**src/rtl/usbdev_pkg.sv**
```systemverilog
// Shared types for the usbdev AON wake sequencer: FSM state encoding and the
// latched wake-reason layout.
package usbdev_pkg;

  typedef enum logic [2:0] {
    AWK_IDLE   = 3'd0,
    AWK_REQ    = 3'd1,
    AWK_ARMED  = 3'd2,
    AWK_WAKE   = 3'd3,
    AWK_ACK    = 3'd4,
    AWK_SETTLE = 3'd5
  } awk_seq_state_e;

  typedef struct packed {
    logic sense_lost;
    logic bus_reset;
    logic bus_not_idle;
  } awk_reason_t;

  // True for states in which the shared timer runs.
  function automatic logic awk_timed_state(awk_seq_state_e s);
    return (s == AWK_REQ) || (s == AWK_ACK) || (s == AWK_SETTLE);
  endfunction

endpackage

```
**src/rtl/usbdev_aon_wake_timer.sv**
```systemverilog
// Saturating cycle counter with synchronous clear; done flags the cycle in
// which the count reaches the limit, so a state lasts exactly `limit` cycles.
module usbdev_aon_wake_timer #(
  parameter int unsigned CntW = 6
) (
  input  logic            clk_aon_i,
  input  logic            rst_aon_i,
  input  logic            clear,
  input  logic            enable,
  input  logic [CntW-1:0] limit,
  output logic            done
);

  logic [CntW-1:0] cnt_q;
  logic [CntW:0]   cnt_inc;

  assign cnt_inc = {1'b0, cnt_q} + {{CntW{1'b0}}, 1'b1};
  assign done    = enable && (cnt_inc >= {1'b0, limit});

  always_ff @(posedge clk_aon_i or posedge rst_aon_i) begin
    if (rst_aon_i) begin
      cnt_q <= '0;
    end else if (clear) begin
      cnt_q <= '0;
    end else if (enable && (cnt_q < limit)) begin
      cnt_q <= cnt_inc[CntW-1:0];
    end
  end

endmodule

```
**src/rtl/usbdev_aon_wake_seq.sv**
```systemverilog
// AON-domain sequencer driving the wake detector suspend_req/wake_ack handshake,
// latching wake reasons and raising a level interrupt to software.
module usbdev_aon_wake_seq
  import usbdev_pkg::*;
#(
  parameter int unsigned TimeoutCycles = 32,
  parameter int unsigned SettleCycles  = 4
) (
  input  logic       clk_aon_i,
  input  logic       rst_aon_i,
  input  logic       sw_suspend_aon_i,
  input  logic       sw_wake_ack_aon_i,
  input  logic       det_active_i,
  input  logic       det_wake_req_i,
  input  logic       det_bus_not_idle_i,
  input  logic       det_bus_reset_i,
  input  logic       det_sense_lost_i,
  output logic       suspend_req_o,
  output logic       wake_ack_o,
  output logic       wake_irq_o,
  output logic [2:0] wake_reason_o,
  output logic       timeout_err_o,
  output logic [2:0] state_o
);

  localparam int unsigned CntW = $clog2(TimeoutCycles + 1);

  awk_seq_state_e  state_q, state_d;
  awk_reason_t     reason_q, reason_d, det_evt;
  logic            err_q, err_d;
  logic            sw_prev_q, sw_rise;
  logic            t_clear, t_en, t_done;
  logic [CntW-1:0] t_limit;

  assign det_evt = {det_sense_lost_i, det_bus_reset_i, det_bus_not_idle_i};
  assign sw_rise = sw_suspend_aon_i && !sw_prev_q;

  assign t_en    = awk_timed_state(state_q);
  assign t_limit = (state_q == AWK_SETTLE) ? CntW'(SettleCycles) : CntW'(TimeoutCycles);
  assign t_clear = (state_d != state_q);

  usbdev_aon_wake_timer #(
    .CntW (CntW)
  ) u_timer (
    .clk_aon_i (clk_aon_i),
    .rst_aon_i (rst_aon_i),
    .clear     (t_clear),
    .enable    (t_en),
    .limit     (t_limit),
    .done      (t_done)
  );

  always_comb begin
    state_d  = state_q;
    reason_d = reason_q;
    err_d    = err_q;
    unique case (state_q)
      AWK_IDLE: begin
        if (sw_rise) begin
          state_d  = AWK_REQ;
          reason_d = '0;
        end
      end
      AWK_REQ: begin
        if (det_active_i) begin
          state_d = AWK_ARMED;
        end else if (t_done) begin
          state_d = AWK_IDLE;
          err_d   = 1'b1;
        end
      end
      AWK_ARMED: begin
        // A wake request wins over a same-cycle software ack; the ack is dropped.
        if (det_wake_req_i) begin
          state_d  = AWK_WAKE;
          reason_d = awk_reason_t'(reason_q | det_evt);
        end else if (sw_wake_ack_aon_i) begin
          state_d = AWK_ACK;
        end else if (!det_active_i) begin
          state_d = AWK_IDLE;
        end
      end
      AWK_WAKE: begin
        reason_d = awk_reason_t'(reason_q | det_evt);
        if (sw_wake_ack_aon_i) begin
          state_d = AWK_ACK;
        end
      end
      AWK_ACK: begin
        if (!det_active_i) begin
          state_d = AWK_SETTLE;
        end else if (t_done) begin
          state_d = AWK_IDLE;
          err_d   = 1'b1;
        end
      end
      AWK_SETTLE: begin
        if (t_done) begin
          state_d = AWK_IDLE;
        end
      end
      default: state_d = AWK_IDLE;
    endcase
  end

  // sw_prev resets high so a suspend level already present at reset release
  // is not mistaken for a fresh request.
  always_ff @(posedge clk_aon_i or posedge rst_aon_i) begin
    if (rst_aon_i) begin
      state_q   <= AWK_IDLE;
      reason_q  <= '0;
      err_q     <= 1'b0;
      sw_prev_q <= 1'b1;
    end else begin
      state_q   <= state_d;
      reason_q  <= reason_d;
      err_q     <= err_d;
      sw_prev_q <= sw_suspend_aon_i;
    end
  end

  always_ff @(posedge clk_aon_i or posedge rst_aon_i) begin
    if (rst_aon_i) begin
      suspend_req_o <= 1'b0;
      wake_ack_o    <= 1'b0;
      wake_irq_o    <= 1'b0;
      wake_reason_o <= 3'b000;
      timeout_err_o <= 1'b0;
      state_o       <= 3'b000;
    end else begin
      suspend_req_o <= (state_q == AWK_REQ);
      wake_ack_o    <= (state_q == AWK_ACK);
      wake_irq_o    <= (state_q == AWK_WAKE);
      wake_reason_o <= reason_q;
      timeout_err_o <= err_q;
      state_o       <= state_q;
    end
  end

  assert_known_outputs: assert property (@(posedge clk_aon_i) disable iff (rst_aon_i)
    !$isunknown({suspend_req_o, wake_ack_o, wake_irq_o, wake_reason_o, timeout_err_o, state_o}));

  assert_req_ack_exclusive: assert property (@(posedge clk_aon_i) disable iff (rst_aon_i)
    !(suspend_req_o && wake_ack_o));

endmodule
```
**config.mk**
```make
export PLATFORM = sky130hd
export DESIGN_NAME = usbdev_aon_wake_seq
export DESIGN_NICKNAME = d
export VERILOG_FILES = /design/src/rtl/usbdev_pkg.sv /design/src/rtl/usbdev_aon_wake_timer.sv /design/src/rtl/usbdev_aon_wake_seq.sv
export SDC_FILE = /design/constraint.sdc
export NUM_CORES = 1
export LEC_CHECK = 0
export ABC_AREA = 1
export CAP_MARGIN = 20
export CORE_ASPECT_RATIO = 1.75
export CORE_UTILIZATION = 52
export DETAILED_ROUTE_END_ITERATION = 7
export PLACE_DENSITY = 0.85
export SYNTH_ARGS = -nofsm -noshare
export SYNTH_HDL_FRONTEND = slang
export SYNTH_SLANG_ARGS = --single-unit
```
**constraint.sdc**
```tcl
create_clock -name clk_aon_i -period 2.9 [get_ports clk_aon_i]
set_clock_uncertainty 0.15 [all_clocks]
set_input_delay 0.725 -clock clk_aon_i [delete_from_list [all_inputs] [get_ports clk_aon_i]]
set_output_delay 0.725 -clock clk_aon_i [all_outputs]
set_load 0.03 [all_outputs]
```
==> qor.log, run 1 <==
INFO  sta            final-setup-viol-count=0
INFO  critical_path  crit_path_end=u_timer.cnt_q[5]$_DFFE_PP0P_
INFO  detailed_routing routed_wire_length_per_instance=13.6um
INFO  detailed_routing dr_wl_met3=72um
INFO  power          internal_power=903uW
INFO  critical_path  worstSetupEndpointType=flip-flop
INFO  detailed_routing routed-via-count=1026
INFO  clocking       cts-hold-fix-buffers=0
INFO  critical_path  r2r_cells=14
INFO  placed_design  buffer_ports.inserted=18
INFO  critical_path  crit-reg2reg-launch=u_timer.cnt_q[0]$_DFFE_PP0P_
INFO  sta            timing.final.ws_setup=0.367ns
INFO  layout         mostFrequentLayoutCells=23 x nand2_1, 23 x dfrtp_1, 20 x nor2_1, 18 x clkdlybuf4s50_1, 17 x inv_1
INFO  die            floorplan.core_area=2270um2
INFO  critical_path  endpoint_of_the_lowest_slack_register_to_register_path=u_timer.cnt_q[5]$_DFFE_PP0P_
INFO  critical_path  ff2ff_setup_slack=0.37ns
INFO  power          combinationalPowerShare=46.1%
INFO  layout         area_growth=20.9%
INFO  detailed_routing top_layer_used=met4
INFO  global_routing gr-usage-all-layers=23.5%
INFO  layout         num-nets-final=175
INFO  power          p_switching=646uW
INFO  sta            grt_setup_unrepaired=false
INFO  clocking       clk_root_buf=clkbuf_8
INFO  sta            timing.final.hold_violations=0
INFO  critical_path  crit_path_max_fanout=6
INFO  hold_path      worstHoldPathType=reg -> reg
INFO  detailed_routing drc_violation_total_after_the_first_tritonroute_iteration=38
INFO  logic_synthesis avgSynthCellArea=8.87um2
INFO  sta            relSlewSlack=71.4%
INFO  global_routing via_count_of_the_first_global_routing_pass=1030
INFO  run            number_of_max_cap_violations=0
INFO  layout         multi_input_area=532um2
INFO  power          clock_power_share=18.5%
INFO  global_routing number_of_antenna_violations_at_the_first_check_in_global_routing=0
INFO  sta            final.period_utilization=87.4%
INFO  placed_design  placement.setup.worst_slack=0.420ns
INFO  sta            tightestPinTransition=0.426ns
INFO  clocking       clkLatencyLatePin=0.26ns
INFO  logic_synthesis ys_async_sr_fraction=100%
INFO  clocking       clock_tree_buffer_depth=2
INFO  clocking       post_cts_resized=0
INFO  global_routing grt_overflow_total=0
INFO  logic_synthesis synth.yosys.warnings=0
INFO  detailed_routing drt_pre_antenna_iters=4
INFO  logic_synthesis number_of_synthesized_flops_with_an_enable_pin=0
INFO  detailed_routing met2_routed_wl=1.47mm
INFO  critical_path  critPathLaunch=u_timer.cnt_q[0]$_DFFE_PP0P_
INFO  clocking       cts-buffers-inserted=3
INFO  power          power.sequential.fraction=35.4%
INFO  clocking       tritoncts=done
INFO  critical_path  critical_path.startpoint_type=flip-flop
INFO  sta            drv_slew=0
INFO  logic_synthesis postSynthCellCount=140
INFO  power          worst_ir_drop_vdd=560uV
INFO  sta            clock.fmax=395MHz
INFO  layout         register_area=602um2
INFO  placed_design  dp_hpwl=1.98mm
INFO  sta            final.setup.tns=0ns
INFO  clocking       post_cts_buffers=0
INFO  detailed_routing postRouteWirelength=2.52mm
INFO  detailed_routing drtAntennaViolNets=0
INFO  layout         num-fill-cells=180
INFO  detailed_routing via_per_inst=5.55
INFO  critical_path  crit_type=reg -> reg
INFO  logic_synthesis synth_seq_area_share=48.4%
INFO  die            fp.dieH=66.7um
INFO  clocking       cts.htree.levels=1
INFO  power          leakage=0.000749uW
INFO  die            floorplan.initialDensity=54.7%
INFO  critical_path  crit_required=2.94ns
INFO  logic_synthesis ys_types=29
INFO  logic_synthesis synthesis.nets=154
INFO  die            rows=23
INFO  placed_design  place.gp.congestion=0.782
INFO  logic_synthesis synth.cell_area=1240um2
INFO  layout         n_antenna_cell=0
INFO  logic_synthesis dominantRegCellSynth=dfrtp_1
INFO  die            fp.dieArea=2600um2
INFO  run_status     status=finished, final reports clean
INFO  detailed_routing wl_met1=919um
INFO  critical_path  cp.arrival=2.57ns
INFO  global_routing grt_pass1_wl=4.24mm
INFO  die            io_pins=19
INFO  detailed_routing drcViolationCount=0
INFO  layout         final_layout_size_suffix_gt1_share=14.4%
INFO  die            chipWidth=39.0um
INFO  logic_synthesis yosys_register_bits=24
INFO  sta            fin_crit=2.53ns
INFO  power          powerDensity=1030nW/um2
INFO  power          swShare=41.7%
INFO  clocking       clock-sinks=24
INFO  global_routing grt_max_degree=25
INFO  clocking       clk_pin_slew=0.08ns
[state kept, by name, summed over array words and instances, names as in the netlist]
register       flops
u_timer.cnt_q      6
reason_q           3
state_o            3
state_q            3
wake_reason_o      3
err_q              1
suspend_req_o      1
sw_prev_q          1
timeout_err_o      1
wake_ack_o         1
wake_irq_o         1
[layer usage]
layer | GRT usage, % | up-vias
li1 | - | 488
met1 | 24.7 | 496
met2 | 44.0 | 33
met3 | 2.00 | 9
met4 | 10.3 | 0
met5 | 0 | -
[per-stage QoR]
step	cells	area, um2	hold slack, ns	util [%]	power, uW
final	185	1500	0.235	66.1	1550
after CTS	185	1500	0.238	66.1	1550
after global routing	185	1500	0.243	66.1	1650
after floorplan	140	1240	0.198	-	1050
after global placement	181	1430	0.208	63.0	1230
after detailed placement	181	1430	0.218	63.0	1270
[worst min path at each step]
stage / from / endpoint / slack, ns / depth (start not counted)
global route: reason_q[0]$_DFFE_PP0P_ / wake_reason_o[0]$_DFF_PP0_ / 0.24 / 0
finish: reason_q[0]$_DFFE_PP0P_ / wake_reason_o[0]$_DFF_PP0_ / 0.23 / 0
detailed placement: reason_q[0]$_DFFE_PP0P_ / wake_reason_o[0]$_DFF_PP0_ / 0.22 / 0
floorplan: err_q$_DFFE_PP0P_ / timeout_err_o$_DFF_PP0_ / 0.20 / 0
CTS: err_q$_DFFE_PP0P_ / timeout_err_o$_DFF_PP0_ / 0.24 / 0
global placement: reason_q[2]$_DFFE_PP0P_ / wake_reason_o[2]$_DFF_PP0_ / 0.21 / 0
[worst max-delay path, stage by stage (launching register included)]
cell      delay (ns)
dfrtp_1         0.45
ha_1            0.29
xnor2_1         0.22
ha_1            0.27
a21oi_1         0.14
nand3_1         0.11
o21bai_2        0.13
nand2_2         0.07
nand3_2         0.07
nand2_1         0.05
nand2_1         0.08
nand2_1         0.07
nand2_1         0.07
nand3_2         0.13
nor2_1          0.15
[cells by family after synthesis]
group | after synthesis | share of synthesized area [%]
XOR/XNOR | 3 | 2.12
AND/OR/NAND/NOR | 62 | 23.3
multiplexers | 2 | 1.61
flip-flops | 24 | 48.4
AO/OA/AOI/OAI | 20 | 10.8
adder cells (fa/ha/maj) | 5 | 5.04
buffers and inverters | 24 | 8.76
[power groups by stage]
stage / registers, uW / clock network, uW / logic (uW)
floorplan: 641 / 0 / 411
global placement: 548 / 0 / 686
detailed placement: 557 / 0 / 708
CTS: 549 / 290 / 715
global route: 562 / 302 / 786
finish: 548 / 286 / 715
[Yosys cell counts, types with 2 or more instances]
| master | number | area, um2 |
|---|---|---|
| o21ai_1 | 2 | 10.0 |
| o21ai_0 | 2 | 10.0 |
| ha_1 | 5 | 62.6 |
| nand3_2 | 3 | 30.0 |
| mux2i_1 | 2 | 20.0 |
| nor2_1 | 20 | 75.1 |
| nor2_2 | 3 | 18.8 |
| o21bai_1 | 2 | 15.0 |
| nand4_1 | 2 | 12.5 |
| dfrtp_1 | 23 | 576 |
| inv_2 | 4 | 15.0 |
| nand2_1 | 23 | 86.3 |
| inv_1 | 17 | 63.8 |
| nand3_1 | 6 | 30.0 |
| nand2_2 | 3 | 18.8 |
| a21oi_1 | 8 | 40.0 |
| xor2_1 | 2 | 17.5 |
| buf_6 | 2 | 22.5 |
[area by class of cell]
| type | count | share of cell area, % |
|---|---|---|
| Clock inverter | 1 | 2.00 |
| Clock buffer | 3 | 2.75 |
| Inverter | 21 | 5.25 |
| Timing Repair Buffer | 19 | 12.5 |
| Sequential cell | 24 | 40.0 |
| Multi-Input combinational cell | 92 | 35.4 |
| Tap cell | 25 | 2.08 |
(Power assumes the default switching activity.)
==> run 2, diff against run 1 <==
--- a/config.mk
+++ b/config.mk
@@ -10,6 +10,7 @@
 export CORE_ASPECT_RATIO = 1.75
 export CORE_UTILIZATION = 52
 export DETAILED_ROUTE_END_ITERATION = 7
+export MAX_ROUTING_LAYER = met4
 export PLACE_DENSITY = 0.85
 export SYNTH_ARGS = -nofsm -noshare
 export SYNTH_HDL_FRONTEND = slang
==> qor.log, run 2 (same netlist as run 1, synthesis figures left out) <==
INFO  detailed_routing drcViolationCount=0 [unchanged]
INFO  power          powerDensity=1030nW/um2 [-0.16%]
INFO  sta            grt_setup_unrepaired=false
INFO  critical_path  crit_required=2.94ns [about the same]
INFO  power          worst_ir_drop_vdd=565uV [+0.77%]
INFO  critical_path  crit_type=reg -> reg
INFO  clocking       post_cts_buffers=0 [unchanged]
INFO  run_status     status=finished, final reports clean
INFO  layout         mostFrequentLayoutCells=23 x nand2_1, 23 x dfrtp_1, 20 x nor2_1, 18 x clkdlybuf4s50_1, 17 x inv_1
INFO  critical_path  ff2ff_setup_slack=0.35ns [-0.02 ns]
INFO  clocking       tritoncts=done
INFO  detailed_routing drtAntennaViolNets=0 [unchanged]
INFO  placed_design  placedCellCount=181 [unchanged]
INFO  global_routing grt_overflow_total=0 [unchanged]
INFO  die            chipWidth=39.0um [unchanged]
INFO  detailed_routing routed-via-count=991 [-3.4%]
INFO  run            number_of_max_cap_violations=0 [unchanged]
INFO  critical_path  crit_path_max_fanout=6 [unchanged]
INFO  clocking       clkLatencyLatePin=0.26ns [about the same]
INFO  critical_path  critical_path.startpoint_type=flip-flop
INFO  clocking       clk_pin_slew=0.08ns [about the same]
INFO  power          power.total=1550uW [-0.16%]
INFO  sta            fin_crit=2.55ns [+0.0168 ns]
INFO  layout         num-fill-cells=189 [+5.0%]
INFO  layout         post_layout_nonfiller_instances=185 [unchanged]
INFO  sta            final.period_utilization=87.9% [+0.58 points]
INFO  sta            timing.final.hold_violations=0 [unchanged]
INFO  layout         n_antenna_cell=0 [unchanged]
INFO  layout         multi_input_area=532um2 [unchanged]
INFO  sta            final-setup-viol-count=0 [unchanged]
INFO  detailed_routing drt_pre_antenna_iters=4 [unchanged]
INFO  die            floorplan.initialDensity=54.7% [unchanged]
INFO  layout         num-nets-final=175 [unchanged]
INFO  clocking       clk_root_buf=clkbuf_8
INFO  clocking       post_cts_resized=0 [unchanged]
INFO  die            floorplan.core_area=2270um2 [unchanged]
INFO  layout         register_area=602um2 [unchanged]
INFO  die            fp.dieH=66.7um [unchanged]
INFO  global_routing number_of_antenna_violations_at_the_first_check_in_global_routing=0 [unchanged]
INFO  critical_path  crit-reg2reg-launch=u_timer.cnt_q[0]$_DFFE_PP0P_
INFO  layout         register_name_with_the_most_flops=u_timer.cnt_q
INFO  critical_path  endpoint_of_the_lowest_slack_register_to_register_path=u_timer.cnt_q[5]$_DFFE_PP0P_
INFO  layout         post-route-util=66.1% [unchanged]
INFO  hold_path      worstHoldPathType=reg -> reg
INFO  power          leakage=0.000749uW [unchanged]
INFO  detailed_routing postRouteWirelength=2.46mm [-2.6%]
INFO  placed_design  buffer_ports.inserted=18 [unchanged]
INFO  detailed_routing top_layer_used=met4
INFO  global_routing grt_max_degree=25 [unchanged]
INFO  critical_path  r2r_cells=14 [unchanged]
INFO  die            rows=23 [unchanged]
INFO  critical_path  cp.arrival=2.59ns [+0.02 ns]
INFO  layout         largest_reg_flops=6 [unchanged]
INFO  sta            clock.fmax=392MHz [-0.66%]
INFO  layout         area_growth=20.9% [unchanged]
INFO  hold_path      holdPathStages=0 [unchanged]
INFO  detailed_routing dr_wl_met3=39um [-46%]
INFO  sta            drv_slew=0 [unchanged]
INFO  detailed_routing drc_violation_total_after_the_first_tritonroute_iteration=17 [-55%]
INFO  detailed_routing wl_met1=920um [+0.11%]
INFO  global_routing gr-usage-all-layers=23.1% [-0.44 points]
INFO  clocking       clock-sinks=24 [unchanged]
INFO  critical_path  critPathLaunch=u_timer.cnt_q[0]$_DFFE_PP0P_
INFO  placed_design  dp_hpwl=1.94mm [-1.9%]
INFO  detailed_routing routed_wire_length_per_instance=13.3um [-2.6%]
INFO  placed_design  place.gp.congestion=0.786 [+0.52%]
INFO  die            io_pins=19 [unchanged]
INFO  layout         final_layout_size_suffix_gt1_share=14.4% [unchanged]
INFO  critical_path  worstSetupEndpointType=flip-flop
INFO  global_routing via_count_of_the_first_global_routing_pass=1008 [-2.1%]
INFO  sta            relSlewSlack=71.6% [+0.17 points]
INFO  hold_path      timing.hold.worst.start=err_q$_DFFE_PP0P_
INFO  sta            final.setup.tns=0ns [unchanged]
INFO  detailed_routing via_per_inst=5.36 [-3.4%]
INFO  clocking       clock_tree_buffer_depth=2 [unchanged]
INFO  hold_path      holdPathEnd=timeout_err_o$_DFF_PP0_
INFO  sta            tightestPinTransition=0.423ns [-0.00259 ns]
INFO  die            fp.dieArea=2600um2 [unchanged]
INFO  global_routing grt_pass1_wl=4.04mm [-4.7%]
INFO  detailed_routing met2_routed_wl=1.43mm [-2.3%]
INFO  clocking       cts-hold-fix-buffers=0 [unchanged]
INFO  clocking       cts.htree.levels=1 [unchanged]
INFO  clocking       cts-buffers-inserted=3 [unchanged]
-- run 2: cell counts in the layout (fill, tap and decap cells not counted) --
Identical to the previous run, type by type.
-- run 2: final cells by class --
| type | instances | share of cell area, % |
|---|---|---|
| sequential | 24 | 40.0 |
| multi-input combinational | 92 | 35.4 |
| tap | 25 | 2.08 |
| timing repair buffer | 19 | 12.5 |
| clock buffer | 3 | 2.75 |
| clock inverter | 1 | 2.00 |
| inverter | 21 | 5.25 |
-- run 2: power breakdown --
group	total [uW]	switching (uW)	internal, uW
Combinational	710	445	266
Sequential	550	97.4	453
Clock	287	102	184
-- run 2: worst max-delay path, cell delays in order, from the launching register on --
cell      delay, ns
dfrtp_1        0.44
ha_1           0.28
xnor2_1        0.23
ha_1           0.27
a21oi_1        0.14
nand3_1        0.11
o21bai_2       0.14
nand2_2        0.07
nand2_1        0.06
nand2_1        0.05
nand2_1        0.08
nand3_1        0.08
nand2_1        0.11
nand3_2        0.11
nor2_1         0.15
-- run 2: how the worst max path moves through the flow --
stage | end | cells after the start
5_1_grt | u_timer.cnt_q[5]$_DFFE_PP0P_ | 15
3_5_place_dp | u_timer.cnt_q[5]$_DFFE_PP0P_ | 14
2_1_floorplan | u_timer.cnt_q[3]$_DFFE_PP0P_ | 15
4_1_cts | u_timer.cnt_q[5]$_DFFE_PP0P_ | 14
3_3_place_gp | u_timer.cnt_q[5]$_DFFE_PP0P_ | 11
6_report | u_timer.cnt_q[5]$_DFFE_PP0P_ | 14
-- run 2: routing by layer --
layer	vias up	GRT usage, %
met5	-	-
met4	0	11.2
met3	9	3.00
met2	17	42.5
met1	475	21.8
li1	490	-
-- run 2: through the flow --
stage | hold slack, ns | cell area [um2] | setup slack (ns)
detailed placement | 0.214 | 1430 | 0.425
finish | 0.235 | 1500 | 0.350
global route | 0.243 | 1500 | 0.190
CTS | 0.237 | 1500 | 0.391
global placement | 0.208 | 1430 | 0.480
floorplan | 0.198 | 1240 | 0.702
